[src/rtl/full_adder.sv]
// One-bit full adder with combinational sum/carry, an enabled registered
// copy of the result and a saturating counter of enabled carry cycles.
module full_adder #(
    parameter int CNT_W = 8
) (
    input  logic             clk,
    input  logic             rst,
    input  logic             a,
    input  logic             b,
    input  logic             cin,
    input  logic             en,
    output logic             sum,
    output logic             carry,
    output logic             sum_q,
    output logic             carry_q,
    output logic             valid_q,
    output logic [CNT_W-1:0] carry_cnt
);

    // All-ones is the saturation ceiling; the counter never wraps past it.
    localparam logic [CNT_W-1:0] CNT_MAX = {CNT_W{1'b1}};
    localparam logic [CNT_W-1:0] CNT_ONE = {{(CNT_W-1){1'b0}}, 1'b1};

    // Sum bit is the odd parity of the three inputs.
    function automatic logic fa_sum(input logic x, input logic y, input logic z);
        fa_sum = x ^ y ^ z;
    endfunction

    // Carry-out is the majority of the three inputs.
    function automatic logic fa_carry(input logic x, input logic y, input logic z);
        fa_carry = (x & y) | (x & z) | (y & z);
    endfunction

    logic             sum_s;
    logic             carry_s;
    logic [CNT_W-1:0] cnt_next_s;
    logic             sum_r;
    logic             carry_r;
    logic             valid_r;
    logic [CNT_W-1:0] cnt_r;

    // Zero-latency adder result; deliberately independent of clk, rst and en.
    always_comb begin
        sum_s   = fa_sum(a, b, cin);
        carry_s = fa_carry(a, b, cin);
    end

    // Next counter value: count enabled carry cycles, stick at all-ones.
    always_comb begin
        cnt_next_s = cnt_r;
        if (en && carry_s && (cnt_r != CNT_MAX)) begin
            cnt_next_s = cnt_r + CNT_ONE;
        end else begin
            cnt_next_s = cnt_r;
        end
    end

    // Capture registers: reset wins over enable, en=0 holds everything.
    always_ff @(posedge clk) begin
        if (rst) begin
            sum_r   <= 1'b0;
            carry_r <= 1'b0;
            valid_r <= 1'b0;
            cnt_r   <= {CNT_W{1'b0}};
        end else if (en) begin
            sum_r   <= sum_s;
            carry_r <= carry_s;
            valid_r <= 1'b1;
            cnt_r   <= cnt_next_s;
        end else begin
            sum_r   <= sum_r;
            carry_r <= carry_r;
            valid_r <= valid_r;
            cnt_r   <= cnt_r;
        end
    end

    assign sum       = sum_s;
    assign carry     = carry_s;
    assign sum_q     = sum_r;
    assign carry_q   = carry_r;
    assign valid_q   = valid_r;
    assign carry_cnt = cnt_r;

endmodule

[config.mk]
export PLATFORM = sky130hd
export DESIGN_NAME = full_adder
export DESIGN_NICKNAME = d
export VERILOG_FILES = /design/src/rtl/full_adder.sv
export SDC_FILE = /design/constraint.sdc
export NUM_CORES = 1
export LEC_CHECK = 0
export CORE_MARGIN = 8
export CORE_UTILIZATION = 38
export CTS_CLUSTER_DIAMETER = 120
export CTS_CLUSTER_SIZE = 8
export DETAILED_ROUTE_END_ITERATION = 8
export HOLD_SLACK_MARGIN = 0.15
export PLACE_DENSITY = 0.74
export SYNTH_ARGS = -nofsm -noshare
export SYNTH_HDL_FRONTEND = slang
export SYNTH_SLANG_ARGS = --single-unit
[constraint.sdc]
create_clock -name clk -period 1.3 [get_ports clk]
set_input_delay 0.195 -clock clk [delete_from_list [all_inputs] [get_ports clk]]
set_output_delay 0.195 -clock clk [all_outputs]
set_load 0.05 [all_outputs]
==> flow_metrics.env <==
export IMPL_seq_power_share_pct=43.3
export IMPL_synthArstFlopShare_pct=0
export IMPL_yosys_register_bits=11
export IMPL_status="complete, no violations"
export IMPL_power_switching_w=0.000249
export IMPL_area_growth_pct=82.0
export IMPL_grt_setup_unrepaired="yes"
export IMPL_dieArea_um2=2940
export IMPL_drt_iter0_drc=14
export IMPL_hold_buffers=0
export IMPL_cts_clk_slew_worst_paths_ns=0.07
export IMPL_first_global_vias=588
export IMPL_finalSetupViolCount=0
export IMPL_ioPinCount=19
export IMPL_hp_class="in2reg"
export IMPL_irDropWorstVdd_uv=641
export IMPL_place_area_um2=983
export IMPL_fin_skew_ns=0.00428
export IMPL_r2r_cells=4
export IMPL_post_cts_buffers=0
export IMPL_worstPathArrival_ns=1.45
export IMPL_layout_commonest_cell="buf_12"
export IMPL_r2r_start="carry_cnt[0]"
export IMPL_core_um2=1330
export IMPL_synth_distinct_cells=30
export IMPL_place_gp_congestion=0.842
export IMPL_end_kind="flop"
export IMPL_initial_utilization_pct=41.7
export IMPL_drc_errors=0
export IMPL_drt_first_pass_iters=4
export IMPL_final_min_clock_period_ns=1.28
export IMPL_port_buffers=18
export IMPL_avgSynthCellArea_um2=9.58
export IMPL_pre_cts_ws_ns=-0.408
export IMPL_clkLatencyLatePin_ns=0.27
export IMPL_nNetsFinal=97
export IMPL_slew_viol_final=0
export IMPL_antennaDiodeCount=0
export IMPL_cts_tree="done"
export IMPL_ctsRootBufferMaster="clkbuf_4"
export IMPL_worst_slew_pin_slew_ns=0.285
export IMPL_p_sw_share_pct=30.0
export IMPL_clkPwrFrac_pct=28.4
export IMPL_fp_dieH_um=54.2
export IMPL_grt_pass1_wl_mm=2.68
export IMPL_ys_flop_type="dfxtp_1"
export IMPL_syn_inst=58
export IMPL_cts_sinks=11
export IMPL_rows=13
export IMPL_grt_util_all_layers_pct=12.5
export IMPL_final_cell_area_um2=1010
export IMPL_crit_type="reg2reg"
export IMPL_layout_common_cells="12 x buf_12, 11 x buf_4, 6 x nor2_1, 6 x dfxtp_2, 4 x a21oi_1"
export IMPL_worst_slack_ns=0.0156
export IMPL_min_to="sum_q"
export IMPL_die_x_um=54.2
export IMPL_syn_nets=66
export IMPL_grt_max_degree=9
export IMPL_start_kind="flop"
export IMPL_power_density_nw_per_um2=821
export IMPL_num_vias=587
export IMPL_internal_power_w=0.000581
export IMPL_p_leak_nw=0.384
export IMPL_pwr_share_comb_pct=28.4
export IMPL_synth_edf_count=0
export IMPL_syn_area_um2=556
export IMPL_yosys_warnings=0
export IMPL_seq_area_frac_synth_pct=39.6
export IMPL_required_ns=1.46
export IMPL_fmax_ghz=0.779
export IMPL_r2r_end="carry_cnt[0]"
export IMPL_cts_buffers=3
export IMPL_slew_headroom_pct=80.8
export IMPL_min_path_cells=4
export IMPL_timing_final_crit_share_pct=98.8
export IMPL_holdCritStartpoint="a"
export IMPL_drive_gt1_share_pct=54.5
export IMPL_hpwl_mm=1.25
export IMPL_grt_overflow=0
export IMPL_htree_levels=1
export IMPL_worstPathMaxFanout=3
export IMPL_hold_violations=0
export IMPL_viasPerCell=5.70
export IMPL_reg2reg_slack_ns=0.02
export IMPL_wl_per_cell_um=16.2
export IMPL_final_antenna_net_count=0
export IMPL_max_cap_viol_count=0
export IMPL_routed_wl_mm=1.67
export IMPL_antenna_found_initial=0
export IMPL_clockBufferDepth=2
-- stage by stage --
step / cells / power (W) / hold slack [ns] / util, % / TNS (ns)
after floorplan: 58 / 0.000485 / 0.365 / - / -0.135
after global placement: 99 / 0.000603 / 0.502 / 73.7 / -3.48
after detailed placement: 99 / 0.000608 / 0.508 / 73.7 / -3.78
after CTS: 103 / 0.000838 / 0.457 / 75.8 / 0
after global routing: 103 / 0.000867 / 0.465 / 75.8 / -0.0225
final: 103 / 0.000830 / 0.445 / 75.8 / 0
-- critical path, cell delays in order (launching register included) --
cell and delay [ns]:
dfxtp_4 0.36, ha_4 0.16, and4_4 0.20, a21oi_4 0.15, mux2_4 0.31
-- layout make-up --
cell class	count	area [um2]
Sequential cell	11	235
Multi-Input combinational cell	44	364
Clock buffer	4	26.3
Timing Repair Buffer	28	363
Fill cell	95	323
Tap cell	15	18.8
Inverter	1	3.75
-- cell families after synthesis --
kind of cell,count (synthesis),share of synthesized area (%)
muxes,3,6.31
buffers and inverters,3,2.70
AOI/OAI and AO/OA,13,17.8
DFF,11,39.6
and+or+nand+nor,26,27.7
adders and majority gates,2,5.86
-- worst max path at each step --
stage / from / endpoint / slack, ns / cells after the start
2_1_floorplan: carry_cnt[1] / carry_cnt[0] / -0.07 / 4
3_3_place_gp: cin / carry_cnt[7] / -0.37 / 5
3_5_place_dp: cin / carry_cnt[7] / -0.41 / 5
4_1_cts: b / sum / 0.007 / 3
5_1_grt: carry_cnt[0] / carry_cnt[0] / -0.009 / 4
6_report: carry_cnt[0] / carry_cnt[0] / 0.02 / 4
-- cells in the mapped netlist (2+ instances only) --
cell type / count / area [um2]
nand3_1: 2 / 10.0
nor2_1: 6 / 22.5
a21oi_1: 4 / 20.0
mux2i_1: 2 / 20.0
nor3_1: 2 / 10.0
dfxtp_1: 11 / 220
nand4_1: 3 / 18.8
nand2b_1: 3 / 18.8
a311oi_1: 2 / 17.5
nor2b_1: 2 / 12.5
a211oi_1: 2 / 15.0
-- what timing repair did --
item / CTS / global route
endpoints found under the setup margin: 9 / 5
resized for setup: 10 / 2
pin swaps: 2 / 3
-- power groups by stage --
| stage | registers, W | logic, W | clock network [W] |
|---|---|---|---|
| finish | 0.000359 | 0.000235 | 0.000235 |
| global route | 0.000360 | 0.000246 | 0.000261 |
| CTS | 0.000360 | 0.000238 | 0.000240 |
| detailed placement | 0.000367 | 0.000240 | 0 |
| global placement | 0.000367 | 0.000236 | 0 |
| floorplan | 0.000405 | 0.0000800 | 0 |
-- registers in the layout, indices dropped and copies added (netlist names) --
| name | flops |
|---|---|
| carry_cnt | 8 |
| carry_q | 1 |
| sum_q | 1 |
| valid_q | 1 |
-- layer usage --
layer / global-route usage [%] / wire (um) / up-vias
met5: 0 / 0 / -
met4: 4.10 / 21 / 0
met3: 6.50 / 124 / 2
met2: 20.2 / 840 / 23
met1: 13.9 / 678 / 279
li1: - / - / 283
Power figures use the tool's default switching activity.
